**src/rtl/button_pkg.sv**
```systemverilog
// Shared definitions for the push-button front end: per-button FSM states,
// board button indices and the counter sizing helper.
package button_pkg;

  typedef enum logic [2:0] {
    IDLE     = 3'd0,
    PRESS_DB = 3'd1,
    HELD     = 3'd2,
    REPEAT   = 3'd3,
    REL_DB   = 3'd4
  } btn_state_e;

  localparam int BTN_LEFT    = 0;
  localparam int BTN_RIGHT   = 1;
  localparam int BTN_UP      = 2;
  localparam int BTN_DOWN    = 3;
  localparam int BTN_CONFIRM = 4;

  // The counter only ever needs to reach (largest ms parameter - 1).
  function automatic int cnt_width(input int a, input int b, input int c);
    int m;
    m = a;
    if (b > m) m = b;
    if (c > m) m = c;
    return (m <= 2) ? 1 : $clog2(m);
  endfunction

endpackage

```
**src/rtl/btn_debounce_fsm.sv**
```systemverilog
// One conditioned button: debounce FSM with a shared tick-based counter,
// registered level and single-cycle press/release pulses, optional auto-repeat.
module btn_debounce_fsm
  import button_pkg::*;
#(
  parameter int DEBOUNCE_MS     = 20,
  parameter int REPEAT_DELAY_MS = 500,
  parameter int REPEAT_RATE_MS  = 150
) (
  input  logic clk,
  input  logic reset,
  input  logic tick_i,
  input  logic s_i,
  input  logic repeat_en_i,
  output logic level_o,
  output logic press_o,
  output logic release_o
);

  localparam int CW = cnt_width(DEBOUNCE_MS, REPEAT_DELAY_MS, REPEAT_RATE_MS);
  localparam logic [CW-1:0] DB_LAST = CW'(DEBOUNCE_MS - 1);
  localparam logic [CW-1:0] RD_LAST = CW'(REPEAT_DELAY_MS - 1);
  localparam logic [CW-1:0] RR_LAST = CW'(REPEAT_RATE_MS - 1);

  btn_state_e    state_q, state_d;
  logic [CW-1:0] cnt_q, cnt_d;
  logic          level_q, level_d;
  logic          press_q, press_d;
  logic          release_q, release_d;

  always_ff @(posedge clk or posedge reset) begin
    if (reset) begin
      state_q   <= IDLE;
      cnt_q     <= '0;
      level_q   <= 1'b0;
      press_q   <= 1'b0;
      release_q <= 1'b0;
    end else begin
      state_q   <= state_d;
      cnt_q     <= cnt_d;
      level_q   <= level_d;
      press_q   <= press_d;
      release_q <= release_d;
    end
  end

  always_comb begin
    state_d = state_q;
    cnt_d   = cnt_q;
    if (tick_i) begin
      case (state_q)
        IDLE: if (s_i) begin
          state_d = PRESS_DB;
          cnt_d   = '0;
        end
        PRESS_DB: begin
          if (!s_i)                  state_d = IDLE;
          else if (cnt_q == DB_LAST) begin state_d = HELD; cnt_d = '0; end
          else                       cnt_d = cnt_q + CW'(1);
        end
        // Without repeat_en the counter parks at RD_LAST, so enabling later repeats at once.
        HELD: begin
          if (!s_i) begin
            state_d = REL_DB;
            cnt_d   = '0;
          end else if (cnt_q == RD_LAST) begin
            if (repeat_en_i) begin state_d = REPEAT; cnt_d = '0; end
          end else begin
            cnt_d = cnt_q + CW'(1);
          end
        end
        REPEAT: begin
          if (!s_i)                  begin state_d = REL_DB; cnt_d = '0; end
          else if (cnt_q == RR_LAST) cnt_d = '0;
          else                       cnt_d = cnt_q + CW'(1);
        end
        REL_DB: begin
          if (s_i)                   begin state_d = HELD; cnt_d = '0; end
          else if (cnt_q == DB_LAST) state_d = IDLE;
          else                       cnt_d = cnt_q + CW'(1);
        end
        default: state_d = IDLE;
      endcase
    end
  end

  always_comb begin
    press_d   = 1'b0;
    release_d = 1'b0;
    level_d   = level_q;
    if (tick_i) begin
      case (state_q)
        PRESS_DB: if (s_i && cnt_q == DB_LAST) begin
          press_d = 1'b1;
          level_d = 1'b1;
        end
        HELD:     if (s_i && repeat_en_i && cnt_q == RD_LAST) press_d = 1'b1;
        REPEAT:   if (s_i && repeat_en_i && cnt_q == RR_LAST) press_d = 1'b1;
        REL_DB:   if (!s_i && cnt_q == DB_LAST) begin
          release_d = 1'b1;
          level_d   = 1'b0;
        end
        default: ;
      endcase
    end
  end

  assign level_o   = level_q;
  assign press_o   = press_q;
  assign release_o = release_q;

endmodule

```
**src/rtl/button_conditioner.sv**
```systemverilog
// Board push-button front end: 2-flop synchronisers, a shared ms tick divider
// and one debounce FSM per button.
module button_conditioner
  import button_pkg::*;
#(
  parameter int N_BTN           = 5,
  parameter int TICK_DIV        = 100000,
  parameter int DEBOUNCE_MS     = 20,
  parameter int REPEAT_DELAY_MS = 500,
  parameter int REPEAT_RATE_MS  = 150
) (
  input  logic             clk,
  input  logic             reset,
  input  logic [N_BTN-1:0] btn_raw,
  input  logic [N_BTN-1:0] repeat_en,
  output logic [N_BTN-1:0] btn_level,
  output logic [N_BTN-1:0] btn_press,
  output logic [N_BTN-1:0] btn_release
);

  localparam int TW = (TICK_DIV <= 2) ? 1 : $clog2(TICK_DIV);

  logic [TW-1:0]    tick_cnt_q, tick_cnt_d;
  logic             tick;
  logic [N_BTN-1:0] sync1_q, sync2_q;

  assign tick       = (tick_cnt_q == TW'(TICK_DIV - 1));
  assign tick_cnt_d = tick ? '0 : tick_cnt_q + TW'(1);

  always_ff @(posedge clk or posedge reset) begin
    if (reset) begin
      tick_cnt_q <= '0;
      sync1_q    <= '0;
      sync2_q    <= '0;
    end else begin
      tick_cnt_q <= tick_cnt_d;
      sync1_q    <= btn_raw;
      sync2_q    <= sync1_q;
    end
  end

  for (genvar i = 0; i < N_BTN; i++) begin : g_btn
    btn_debounce_fsm #(
      .DEBOUNCE_MS    (DEBOUNCE_MS),
      .REPEAT_DELAY_MS(REPEAT_DELAY_MS),
      .REPEAT_RATE_MS (REPEAT_RATE_MS)
    ) u_fsm (
      .clk        (clk),
      .reset      (reset),
      .tick_i     (tick),
      .s_i        (sync2_q[i]),
      .repeat_en_i(repeat_en[i]),
      .level_o    (btn_level[i]),
      .press_o    (btn_press[i]),
      .release_o  (btn_release[i])
    );
  end

endmodule
```
**config.mk**
```make
export PLATFORM = sky130hd
export DESIGN_NAME = button_conditioner
export DESIGN_NICKNAME = d
export VERILOG_FILES = /design/src/rtl/button_pkg.sv /design/src/rtl/btn_debounce_fsm.sv /design/src/rtl/button_conditioner.sv
export SDC_FILE = /design/constraint.sdc
export NUM_CORES = 1
export LEC_CHECK = 0
export CORE_UTILIZATION = 56
export CTS_CLUSTER_DIAMETER = 60
export DETAILED_ROUTE_END_ITERATION = 10
export PLACE_DENSITY = 0.75
export SLEW_MARGIN = 30
export SYNTH_ARGS = -nofsm -noshare
export SYNTH_HDL_FRONTEND = slang
export SYNTH_SLANG_ARGS = --single-unit
```
**constraint.sdc**
```tcl
create_clock -name clk -period 4 [get_ports clk]
set_clock_uncertainty 0.05 [all_clocks]
set_input_delay 0.6 -clock clk [delete_from_list [all_inputs] [get_ports clk]]
set_output_delay 0.6 -clock clk [all_outputs]
set_load 0.01 [all_outputs]
```
==> results of run 1 <==
[area by class of cell]
| class | instances | share of cell area [%] |
|---|---|---|
| clock buffer | 10 | 2.172 |
| clock inverter | 6 | 1.343 |
| inverter | 32 | 1.935 |
| multi-input combinational | 470 | 46.81 |
| sequential | 102 | 40.28 |
| tap | 136 | 2.685 |
| timing repair buffer | 30 | 4.778 |
[sequential cells by signal (all words and copies together), names as in the netlist]
name	cells
g_btn.u_fsm.cnt_q	45
g_btn.u_fsm.level_o	5
g_btn.u_fsm.press_o	5
g_btn.u_fsm.release_o	5
g_btn.u_fsm.state_q	15
sync1_q	5
sync2_q	5
tick_cnt_q	17
[metal layers]
layer / global-route usage, % / share of wire (%) / routed length (um)
met1: 28.81 / 45 / 5253
met2: 38.51 / 49 / 5746
met3: 6.176 / 4.5 / 527
met4: 10.82 / 1.8 / 214
met5: 0 / 0 / 0
[power groups by stage]
| stage | Combinational (uW) | Sequential (uW) | Clock [uW] |
|---|---|---|---|
| floorplan | 23.9 | 1060 | 0 |
| global placement | 43.3 | 1060 | 0 |
| detailed placement | 44.3 | 1060 | 0 |
| CTS | 44.6 | 1040 | 752 |
| global route | 48.9 | 1040 | 789 |
| finish | 42.6 | 1040 | 730 |
[worst paths after layout]
kind / startpoint / slack [ps] / to
min: sync1_q[3] / 310 / sync2_q[3]
max in group asynchronous: reset / 2570 / g_btn[2].u_fsm.cnt_q[7]
max: tick_cnt_q[12] / 950 / g_btn[3].u_fsm.cnt_q[8]
max reg2reg: tick_cnt_q[12] / 950 / g_btn[3].u_fsm.cnt_q[8]
min in group asynchronous: reset / 640 / g_btn[1].u_fsm.level_o
min reg2reg: sync1_q[3] / 310 / sync2_q[3]
[stage by stage]
step | hold slack (ps) | utilization [%] | area (um2) | setup WS, ps
2_1_floorplan | 281.2 | - | 5887 | 674.5
3_3_place_gp | 284.5 | 59.50 | 6115 | 1063
3_5_place_dp | 287.2 | 59.50 | 6115 | 988.2
4_1_cts | 308.9 | 61.66 | 6337 | 955.1
5_1_grt | 321.1 | 61.66 | 6337 | 747.3
6_report | 306.9 | 61.66 | 6337 | 953.2
[cells by family (layout without fill, tap and decap cells)]
| family | count (synthesis) | count (layout) | share of synthesized area, % |
|---|---|---|---|
| multiplexers | 8 | 8 | 1.424 |
| adder cells (fa/ha/maj) | 11 | 11 | 2.338 |
| buffers and inverters | 82 | 78 | 6.355 |
| AO/OA/AOI/OAI | 158 | 158 | 18.47 |
| flip-flops | 102 | 102 | 43.36 |
| AND/OR/NAND/NOR | 278 | 278 | 25.82 |
| XOR/XNOR | 15 | 15 | 2.232 |
[placed cells by master (no fill, tap or decap), drive strengths merged, types with 5 or more instances in the layout]
master | netlist | routed
a21oi | 17 | 17
a2bb2oi | 20 | 20
a31oi | 10 | 10
and2 | 5 | 5
and3 | 11 | 11
clkbuf | 32 | 10
clkdlybuf4s50 | 0 | 26
dfrtp | 102 | 102
ha | 11 | 11
inv | 32 | 32
mux2i | 5 | 5
nand2 | 71 | 71
nand2b | 22 | 22
nand3 | 36 | 36
nand4 | 13 | 13
nor2 | 33 | 33
nor2b | 8 | 8
nor3 | 15 | 15
nor3b | 7 | 7
nor4 | 9 | 9
o21ai | 42 | 42
o22a | 5 | 5
o22ai | 13 | 13
o31ai | 23 | 23
or2 | 7 | 7
or3 | 9 | 9
or4 | 5 | 5
or4b | 7 | 7
xnor2 | 7 | 7
xor2 | 8 | 8
[worst reg2reg max path, cell delays in order (launching register included)]
cell and delay [ps]:
sky130_fd_sc_hd__dfrtp_1 440, sky130_fd_sc_hd__or4b_1 560, sky130_fd_sc_hd__or4_1 430, sky130_fd_sc_hd__or4_1 740, sky130_fd_sc_hd__or2_1 470, sky130_fd_sc_hd__o31ai_2 270
==> results.txt, run 1 <==
----------------------------------------------------
[Yosys]
  Proportion of netlist area held by the largest area contributor ... 43.36%
  Cell types with the largest area share after synthesis ... sky130_fd_sc_hd__dfrtp_1, sky130_fd_sc_hd__nand2_1, sky130_fd_sc_hd__o21ai_0
  Register bit total from synthesis ... approximately 100
  Register area share after synthesis ... between 40% and 50%
  Mapped Area ... 5887 um2
  Most common cell in the netlist ... sky130_fd_sc_hd__dfrtp_1
  Number of enable-type register cells in the synthesized netlist ... 0
  Cell type with the largest total area after synthesis ... sky130_fd_sc_hd__dfrtp_1
  Synth warnings ... 0
  Fraction of synthesis flops using an asynchronous set or reset pin ... 100.0%
  Ranking of synthesized cells by instance count ... sky130_fd_sc_hd__dfrtp_1, sky130_fd_sc_hd__nand2_1, sky130_fd_sc_hd__o21ai_0
  Synthesized area per cell ... 9.001 um2
  Predominant post-synthesis flop cell ... sky130_fd_sc_hd__dfrtp_1
  Gate count after technology mapping ... between 600 and 700
  Mapped Nets ... between 600 and 700
  Number of distinct library cell variants in the gate-level netlist after synthesis ... between 60 and 70

[Setup path]
  R2r worst-path depth ... 5
  Launching element type of the critical path ... flop
  Critical setup path kind ... reg -> reg
  Cell breakdown of the critical path ... or4b_1, or4_1, or4_1, or2_1, o31ai_2
  Most common cell type on the critical path ... sky130_fd_sc_hd__or4_1
  Worst-path fanout max ... 10
  Highest-delay cell along the critical path ... sky130_fd_sc_hd__or4_1
  Category of the worst setup path capture point ... flop
  Required time reported for the critical path endpoint ... around 4300 ps
  CP Buf/Inv Count ... 0
  Logic depth of the worst path, buffers included ... 5
  Kind of cell with the highest combined delay on the critical path ... simple AND/OR/NAND/NOR gates
  Critical path data arrival time ... ~3300 ps
  Critical path's largest stage delay ... approximately 740 ps

[Global routing]
  Initial antenna violation count ... 0
  Wire length of the first global-routing pass ... slightly above 20000 um
  Leftover overflow at the end of global routing ... 0
  All-layer global routing usage ... between 20% and 30%
  Number of global-route vias before repair ... approximately 4600
  Maximum number of pins on one net before global-route repair ... 59

[Power]
  Pwr dens ... roughly 290 nW/um2
  Switching Share ... 21.90%
  Clock network fraction of total power ... about 40%
  Overall power after layout ... about 1800 uW
  Switching power ... around 400 uW
  Register share of total power ... around 57%
  Peak VDD IR ... around 0.24 mV
  Pleak ... about 0.0026 uW
  Pint ... 1417 uW
  Power share of the combinational group ... ~2.3%

[Timing]
  Final period utilization ... roughly 76%
  Max_slew headroom ... 36.89%
  Final setup vio count ... 0
  Fin crit period ... a little over 3000 ps
  Timing-limited maximum frequency ... around 330 MHz
  Count of final hold-check violations ... 0
  RSZ-0062 raised after global routing ... false
  Final slew viol count ... 0
  Sum Neg Setup Slack ... 0 ps
  Transition time at the pin with the least slew margin ... between 900 and 1000 ps

[Place]
  Count of buffers from port buffering ... 26
  Detailed placement HPWL ... approximately 8100 um
  Cell total after placement ... slightly below 800
  Global placer's final weighted congestion ... about 0.83

[Floorplan]
  Initial cell density of the core ... 57.28%
  Core box area ... between 10000 and 15000 um2
  Boundary pin count ... 27
  Number of placement rows ... 37
  Die Span Y ... ~100 um
  Die area ... 10930 um2
  Horizontal die dimension ... approximately 100 um

[Finish]
  Synth-to-layout area growth ... 7.651%
  Fillers ... 879
  Final standard cell count with taps included and fillers excluded ... ~800
  Multi-input gate area in the final layout ... between 2000 and 3000 um2
  # diodes ... 0
  Sequential cell area ... ~2600 um2
  Share of layout cells above drive strength 1 ... under 10%
  Number of nets at the end of the flow ... around 670

[Routing]
  Final ANT Viol Nets ... 0
  Detail-routed net length per standard cell ... 14.94 um
  Total Routed Length ... about 12000 um
  Drt first pass iters ... 5
  DR vias ... ~4900
  Post-DR vias/cell ... a little over 6
  Residual DRC count ... 0
  Violation count after the first detailed-route iteration ... 278

[CTS]
  TritonCTS clock tree ... done
  Library cell used as clock root buffer ... sky130_fd_sc_hd__clkbuf_8
  CTS H-Tree Depth ... 3
  Clock transition at the registers of the reported paths ... approximately 100 ps
  Clock latency at the later pin of the worst-skew pair ... between 300 and 400 ps
  Max Root-Sink Buffers ... 2
  Hold buffer count at cts ... 0
  Post-CTS sizing ... 0
  CTS sink count ... 102
  Total CTS buffers ... 9
  Postcts setup bufs ... 0

[Outcome]
  Outcome ... finished clean

[Hold path]
  Worst hold path cell count ... 0
  Path category of the worst min-delay check ... reg -> reg

[Run]
  Max-Cap Viols ... 0

----------------------------------------------------
No activity file was read; power rests on OpenSTA's default activity.
==> run 2, diff against run 1 <==
- clock period: 4 -> 3.2 ns (I/O delays scaled with it)
==> run 2 against run 1 <==
Flip-flop and latch count is the same. Non-clock buffer count grew 8. Worst hold slack gained 1.5 ps. Power grew 24%. Fmax grew 3.9%. Wire length shrank 3.0%. Largest cell class unchanged.
==> results.txt, run 2 (synthesis results as in run 1) <==
----------------------------------------------------
[Outcome]
  Outcome ... finished clean

[Global routing]
  Wire length of the first global-routing pass ... a little over 20000 um
  Leftover overflow at the end of global routing ... 0
  Initial antenna violation count ... 0
  GRT met3 Usage ... roughly 6.1%
  GR met1 Demand/Resource ... between 30% and 40%
  Global-route met2 utilization ... 35.81%
  Maximum number of pins on one net before global-route repair ... a little over 100
  Number of global-route vias before repair ... 4436
  Busiest metal layer after global routing ... met2
  All-layer global routing usage ... 22.60%

[Timing]
  Hold slack ... between 300 and 400 ps
  Timing-limited maximum frequency ... approximately 340 MHz
  Max_slew headroom ... between 40% and 50%
  Final setup vio count ... 0
  Fin crit period ... ~2900 ps
  Final slew viol count ... 0
  Sum Neg Setup Slack ... 0 ps
  Final period utilization ... around nine tenths
  RSZ-0062 raised after global routing ... false
  Count of final hold-check violations ... 0
  Transition time at the pin with the least slew margin ... slightly below 900 ps

[Finish]
  Largest Register ... g_btn.u_fsm.cnt_q
  Most common cell after layout, fill and taps aside ... sky130_fd_sc_hd__dfrtp_1
  Share of layout cells above drive strength 1 ... between 7 and 8%
  Largest regs ... g_btn.u_fsm.cnt_q (45), tick_cnt_q (17), g_btn.u_fsm.state_q (15)
  Leading cell types in the layout, fill and taps excluded ... sky130_fd_sc_hd__dfrtp_1, sky130_fd_sc_hd__nand2_1, sky130_fd_sc_hd__o21ai_0
  Total non-filler cell area in the finished layout ... 6412 um2
  Largest register FFs ... between 40 and 50
  Number of nets at the end of the flow ... approximately 680
  # diodes ... 0
  Synth-to-layout area growth ... 8.927%
  Final standard cell count with taps included and fillers excluded ... just under 800

[Routing]
  Residual DRC count ... 0
  Drt first pass iters ... 4
  Total Routed Length ... 11390 um
  Post-DR vias/cell ... approximately 6.0
  Final ANT Viol Nets ... 0
  Detail-routed net length per standard cell ... ~14 um
  DR vias ... 4730
  Violation count after the first detailed-route iteration ... 325

[CTS]
  Clock transition at the registers of the reported paths ... ~90 ps
  CTS H-Tree Depth ... 3
  Total CTS buffers ... 9
  Postcts setup bufs ... 0
  TritonCTS clock tree ... done
  Hold buffer count at cts ... 0
  Post-CTS sizing ... 0
  Clock latency at the later pin of the worst-skew pair ... ~380 ps
  Max Root-Sink Buffers ... 2
  Library cell used as clock root buffer ... sky130_fd_sc_hd__clkbuf_8
  CTS sink count ... 102

[Floorplan]
  Number of placement rows ... 37
  Core box area ... approximately 10000 um2
  Die Span Y ... roughly 100 um
  Horizontal die dimension ... 104.5 um
  Die area ... 10930 um2
  Boundary pin count ... 27
  Initial cell density of the core ... 57.28%

[Setup path]
  Launching element type of the critical path ... flop
  Critical path data arrival time ... approximately 3200 ps
  Required time reported for the critical path endpoint ... between 3000 and 4000 ps
  Worst-path fanout max ... 15
  Critical path's largest stage delay ... around 680 ps
  Highest-delay cell along the critical path ... sky130_fd_sc_hd__nor2_1
  Category of the worst setup path capture point ... flop
  Setup slack of the worst register-to-register path ... 270 ps
  Cell breakdown of the critical path ... or4b_1, nor4_2, buf_12, o31ai_1, nor2_1, nand2b_1, o31ai_1
  Most common cell type on the critical path ... sky130_fd_sc_hd__o31ai_1
  Critical setup path kind ... reg -> reg

[Place]
  Cell total after placement ... 778
  Count of buffers from port buffering ... 26
  Post-detailed-placement cell area ... between 6000 and 7000 um2
  Detailed placement HPWL ... approximately 8000 um
  Global placer's final weighted congestion ... between 0.8 and 0.9

[Hold path]
  Path category of the worst min-delay check ... reg -> reg

[Power]
  Pwr dens ... roughly 350 nW/um2
  Pleak ... around 0.0026 uW
  Peak VDD IR ... a little under 0.4 mV
  Overall power after layout ... between 2000 and 2500 uW

[Run]
  Max-Cap Viols ... 0

----------------------------------------------------
## run 2: per-stage QoR
stage	setup slack, ps	util, %
floorplan	374.0	-
global placement	399.0	60.21
detailed placement	263.9	60.21
CTS	223.3	62.39
global route	20.79	62.39
finish	267.7	62.39
## run 2: area by class of cell
| type | count | area, um2 |
|---|---|---|
| flip-flops and latches | 102 | 2552 |
| inverters | 32 | 123.9 |
| clock buffers | 11 | 141.4 |
| fillers | 877 | 3865 |
| well taps | 136 | 170.2 |
| repair buffers | 38 | 375.4 |
| multi-input cells | 470 | 2967 |
| clock inverters | 5 | 82.58 |
## run 2: final timing paths
path,depth (start not counted),end,from
worst max-delay path,7,g_btn[4].u_fsm.cnt_q[5],tick_cnt_q[12]
worst min-delay path,0,sync2_q[3],sync1_q[3]
worst max register to register,7,g_btn[4].u_fsm.cnt_q[5],tick_cnt_q[12]
worst min register to register,0,sync2_q[3],sync1_q[3]
max in group asynchronous,3,g_btn[2].u_fsm.cnt_q[7],reset
min in group asynchronous,3,tick_cnt_q[16],reset
## run 2: critical path: cells and delay by family, from the launching register on
kind,cells,cell delay (ps)
AO/OA/AOI/OAI,2,380
buffers and inverters,1,190
AND/OR/NAND/NOR,4,1750
flip-flops,1,440
## run 2: power breakdown
part,internal [uW],switching [uW]
clock network,463,430
logic,18.9,34.4
registers,1290,7.83
total,1780,472
## run 2: per-layer routing
| layer | share of wire (%) | vias to the layer above |
|---|---|---|
| met2 | 46 | 91 |
| met3 | 4.0 | 12 |
| met4 | 1.7 | 0 |
| met5 | 0 | - |
| li1 | - | 2373 |
| met1 | 48 | 2254 |
==> run 3, diff against run 2 <==
- CTS_CLUSTER_SIZE: unset -> 25
==> results of run 3 <==
Same layout as run 2: the final DEF is identical, and so are final timing and power.
==> RTL change 1 (flow settings as in run 3) <==
`DEBOUNCE_MS` is set to 20 in 2 places; all go to 40.
--- a/src/rtl/btn_debounce_fsm.sv
+++ b/src/rtl/btn_debounce_fsm.sv
@@ -3,7 +3,7 @@
 module btn_debounce_fsm
   import button_pkg::*;
 #(
-  parameter int DEBOUNCE_MS     = 20,
+  parameter int DEBOUNCE_MS     = 40,
   parameter int REPEAT_DELAY_MS = 500,
   parameter int REPEAT_RATE_MS  = 150
 ) (
--- a/src/rtl/button_conditioner.sv
+++ b/src/rtl/button_conditioner.sv
@@ -5,7 +5,7 @@
 #(
   parameter int N_BTN           = 5,
   parameter int TICK_DIV        = 100000,
-  parameter int DEBOUNCE_MS     = 20,
+  parameter int DEBOUNCE_MS     = 40,
   parameter int REPEAT_DELAY_MS = 500,
   parameter int REPEAT_RATE_MS  = 150
 ) (
Check against the original RTL: no difference found for any inputs over 10 cycles, from zero or initial values and one cycle with reset high; that may be too few to reach the edited logic, so the function may still have changed.
==> RTL change 1 against run 3 <==
Worst setup slack improved by 0.080 ns. First-iteration DRC count rose by 15%. Count of clock-buffer cells in the layout rose by 2. Critical path depth did not move. Cell area barely moved. Via count rose by 1.5%. Wire length rose by 4.8%. Utilization fell by 0.26 points. Sequential cell count did not move. Largest cell class unchanged. Final cell count fell by 1.3%. Fmax rose by 2.8%. Power fell by 2.2%. Synthesized area rose by 0.94%.
==> RTL change 1: results (changes against run 3) <==
- Outcome: finished clean
- Initial DRC count: 373 (+15%)
- Placed Cells: 770 (-1.0%)
- Grt met1 use: 29.5% (-0.68 points)
- Fin nets: 668 (-1.2%)
- Placer Congestion: 0.797 (-1.7%)
- Vias in the first global route: 4626 (+4.3%)
- Post-Syn Nets: 668 (-1.3%)
- Vias per cell: 6.12 (+2.8%)
- Fill cells: 864 (-1.5%)
- Layout cell share with drive strength beyond 1: 7.87% (+0.27 points)
- ANT cells: 0 (unchanged)
- Largest net degree at the start of global routing: 61 (-41%)
- Post-DP HPWL: 8290 um (+5.4%)
- H-Tree Depth: 3 (unchanged)
- Crit path arrival time: 3.08 ns (-0.08 ns)
- Crit-path slowest cell: or4b_4
- Worst-Skew Late Latency: 0.38 ns (about the same)
- Mapped Cells: 645 (-1.4%)
- Critical Path Fanout Max: 12 (-3)
- Clk Tree Root Cell: clkbuf_8
- Distinct cells, synth: 72 (+18%)
- Commonest cells post-synth: 102 x dfrtp_1, 61 x nand2_1, 54 x o21ai_0
- GR Util met2: 38.6% (+2.8 points)
- CP peak stage delay: 0.58 ns (-0.10 ns)
- Synth top area cells: dfrtp_1 43%, o21ai_0 4.5%, nand2_1 3.9%, o31ai_1 3.4%, nand3_1 3.0%
- Max IR drop VDD: 0.303 mV (-22%)
- First-pass GRT wire length: 20900 um (+3.5%)
- CP top delay family: simple AND/OR/NAND/NOR gates
- Pre-CTS setup slack: 0.365 ns (+0.101 ns)
- Slew @ Worst Pin: 0.771 ns (-0.111 ns)
- TritonRoute pass-1 iters: 5 (+1)
- M3 GR Usage: 5.80% (-0.25 points)
- Post-synthesis sequential area ratio: 43.0% (-0.40 points)
- Layout Cells excl Fill: 784 (-1.3%)
- Static leakage: 0.00267 uW (+1.2%)
- Drt wl/cell: 15.2 um (+6.1%)
- GRT Total Usage: 23.2% (+0.64 points)
## RTL change 1: routing by layer
metal / up-vias / part of all wire (%)
met3: 15 / 4.2
met4: 0 / 1.6
met5: - / 0
li1: 2350 / -
met2: 105 / 48
met1: 2329 / 47
## RTL change 1: power breakdown
part,internal (uW),switching (uW)
Sequential,1290,8.52
Combinational,32.0,48.2
Clock,397,420
Total,1720,477
## RTL change 1: per-stage QoR
step | instance area (um2) | hold slack, ns
2_1_floorplan | 5950 | 0.281
3_3_place_gp | 6230 | 0.282
3_5_place_dp | 6230 | 0.289
4_1_cts | 6410 | 0.308
5_1_grt | 6410 | 0.313
6_report | 6410 | 0.305
## RTL change 1: worst reg2reg max path, stage by stage, from the launching register on
cell and delay [ns]:
dfrtp_1 0.42, or4b_4 0.58, nor4_4 0.31, buf_4 0.24, o311a_1 0.18, o21ai_1 0.23, or2_0 0.46, o31ai_1 0.29
## RTL change 1: final timing paths
| path | from | to | slack (ns) | cells after the start |
|---|---|---|---|---|
| worst max-delay path | tick_cnt_q[13]$_DFF_PP0_ | g_btn[0].u_fsm.cnt_q[3]$_DFFE_PP0P_ | 0.35 | 7 |
| worst min-delay path | sync1_q[2]$_DFF_PP0_ | sync2_q[2]$_DFF_PP0_ | 0.31 | 0 |
| worst max register to register | tick_cnt_q[13]$_DFF_PP0_ | g_btn[0].u_fsm.cnt_q[3]$_DFFE_PP0P_ | 0.35 | 7 |
| worst min register to register | sync1_q[2]$_DFF_PP0_ | sync2_q[2]$_DFF_PP0_ | 0.31 | 0 |
| min in group asynchronous | reset | g_btn[3].u_fsm.state_q[1]$_DFFE_PP0P_ | 0.41 | 2 |
| max in group asynchronous | reset | g_btn[1].u_fsm.cnt_q[2]$_DFFE_PP0P_ | 2.03 | 3 |
## RTL change 1: cells by family (layout without fill, tap and decap cells)
kind of cell | after synthesis | in the layout | share of synthesized area, %
muxes | 4 | 4 | 0.716
AOI/OAI and AO/OA | 169 | 169 | 20.0
xor gates and xnor gates | 15 | 15 | 2.21
adders and majority gates | 11 | 11 | 2.32
DFF | 102 | 102 | 43.0
buffers and inverters | 69 | 72 | 5.39
and+or+nand+nor | 275 | 275 | 26.4
## RTL change 1: layout make-up
class                      count  area share (%)
clock buffer                  13            2.48
inverter                      22            1.35
sequential                   102            39.8
clock inverter                 1           0.468
timing repair buffer          36            5.42
multi-input combinational    474            47.8
tap                          136            2.65
==> RTL change 2 (flow settings as in run 3) <==
Without the edit above. Reset style: synchronous (`reset`), changed in 2 clocked blocks.
--- a/src/rtl/btn_debounce_fsm.sv
+++ b/src/rtl/btn_debounce_fsm.sv
@@ -28,7 +28,7 @@
   logic          press_q, press_d;
   logic          release_q, release_d;
 
-  always_ff @(posedge clk or posedge reset) begin
+  always_ff @(posedge clk) begin
     if (reset) begin
       state_q   <= IDLE;
       cnt_q     <= '0;
--- a/src/rtl/button_conditioner.sv
+++ b/src/rtl/button_conditioner.sv
@@ -27,7 +27,7 @@
   assign tick       = (tick_cnt_q == TW'(TICK_DIV - 1));
   assign tick_cnt_d = tick ? '0 : tick_cnt_q + TW'(1);
 
-  always_ff @(posedge clk or posedge reset) begin
+  always_ff @(posedge clk) begin
     if (reset) begin
       tick_cnt_q <= '0;
       sync1_q    <= '0;
Behaviour: no difference found for any inputs over 10 cycles, from zero or initial values and one cycle with reset high; that may be too few to reach the edited logic, so the function may still have changed.
==> RTL change 2 against run 3 <==
Count of clock-buffer cells in the layout shrank 1. Cell area shrank 1.4%. Power shrank 1.7%. Worst setup slack gained 0.018 ns. Synthesized cell count grew 10%. Global-route usage grew 1.1 points. Sequential cell count is the same. Fmax grew 0.60%. Synthesized area shrank 0.23%. Highest routed layer unchanged. Worst hold slack gained 0.084 ns. Wire length grew 11%. Non-clock buffer count shrank 2.
==> RTL change 2: results (changes against run 3) <==
- Outcome: finished clean
- R2R depth: 5 (-2)
- GR Util met2: 38.0% (+2.2 points)
- Clk network pwr share: 38.5% (-1.2 points)
- Async set-reset flop share out of synthesis: 0% (-100 points)
- Placer Congestion: 0.886 (+9.3%)
- Synth Area in XOR/XNOR: 2.68% (+0.45 points)
- Static leakage: 0.00201 uW (-24%)
- Synth area leader: dfxtp_1
- Post-synthesis sequential area ratio: 34.8% (-8.6 points)
- Routed vias: 5262 (+11%)
- Layout cell share with drive strength beyond 1: 8.19% (+0.60 points)
- GRT Total Usage: 23.7% (+1.1 points)
- Grt met1 use: 31.7% (+1.5 points)
- Max IR drop VDD: 0.256 mV (-34%)
- Cells on Worst Hold Path: 1 (+1)
- Post-Syn Nets: 743 (+9.7%)
- H-Tree Depth: 3 (unchanged)
- M3 GR Usage: 3.38% (-2.7 points)
- Initial DRC count: 268 (-18%)
- Distinct cells, synth: 73 (+20%)
- Switch share: 23.4% (+2.4 points)
- Adder-Cell Fraction of Synth Area: 2.34% (+0.0055 points)
- Fill cells: 895 (+2.1%)
- Combinational power: 71.4 uW (+34%)
- TritonRoute pass-1 iters: 5 (+1)
- Dpl cell area: 0.00612 mm2 (-1.1%)
- DRT Wirelength: 12600 um (+11%)
- Crit-path slowest cell: or4_1
- CP peak stage delay: 0.81 ns (+0.13 ns)
- Commonest cells post-synth: 102 x dfxtp_1, 66 x nor2_1, 48 x nand2_1
- Vias in the first global route: 4715 (+6.3%)
- First-pass GRT wire length: 21500 um (+6.4%)
- Compound-Gate Fraction of Synth Area: 18.3% (-0.13 points)
- Worst r2r src: tick_cnt_q[7]$_SDFF_PP0_
- Hold Crit Start: sync1_q[1]$_SDFF_PP0_
- Slew @ Worst Pin: 0.613 ns (-0.268 ns)
- Post-DP HPWL: 8710 um (+11%)
- Largest net degree at the start of global routing: 32 (-69%)
[RTL change 2: cell count changes after synthesis, sizes merged, moves of 16 or more]
cell,change
a21oi,+26
dfrtp,-102
dfxtp,+102
nand2,-23
nor2,+33
o21ai,-16
[RTL change 2: cells by family (layout without fill, tap and decap cells)]
group	count (synthesis)	in the layout
and+or+nand+nor	341	341
AOI/OAI and AO/OA	158	158
xor gates and xnor gates	18	18
muxes	11	11
DFF	102	102
buffers and inverters	79	79
adders and majority gates	11	11
[RTL change 2: area by class of cell]
cell class	instances	area (um2)	area share, %
Inverter	27	101	1.60
Clock inverter	6	68.8	1.09
Sequential cell	102	2040	32.3
Tap cell	136	170	2.69
Timing Repair Buffer	36	330	5.22
Multi-Input combinational cell	539	3470	54.9
Clock buffer	10	138	2.18
[RTL change 2: final timing paths]
check	endpoint	slack [ns]
max	g_btn[2].u_fsm.cnt_q[4]$_SDFFE_PP0P_	0.29
min	sync2_q[1]$_SDFF_PP0_	0.39
max reg2reg	g_btn[2].u_fsm.cnt_q[4]$_SDFFE_PP0P_	0.29
min reg2reg	sync2_q[1]$_SDFF_PP0_	0.39
[RTL change 2: through the flow]
stage | setup slack [ns] | hold slack (ns) | cells | util (%) | total power, uW
3_3_place_gp | 0.394 | 0.372 | 840 | 59.8 | 1390
6_report | 0.285 | 0.393 | 856 | 61.8 | 2210
4_1_cts | 0.280 | 0.394 | 856 | 61.8 | 2230
5_1_grt | 0.0941 | 0.419 | 856 | 61.8 | 2300
2_1_floorplan | 0.659 | 0.364 | 720 | - | 1360
3_5_place_dp | 0.299 | 0.371 | 840 | 59.8 | 1390
[RTL change 2: layer usage]
metal / vias to the layer above / wire length (um)
met2: 118 / 5880
met3: 21 / 469
met5: - / 0
met4: 0 / 245
met1: 2486 / 6010
li1: 2637 / -
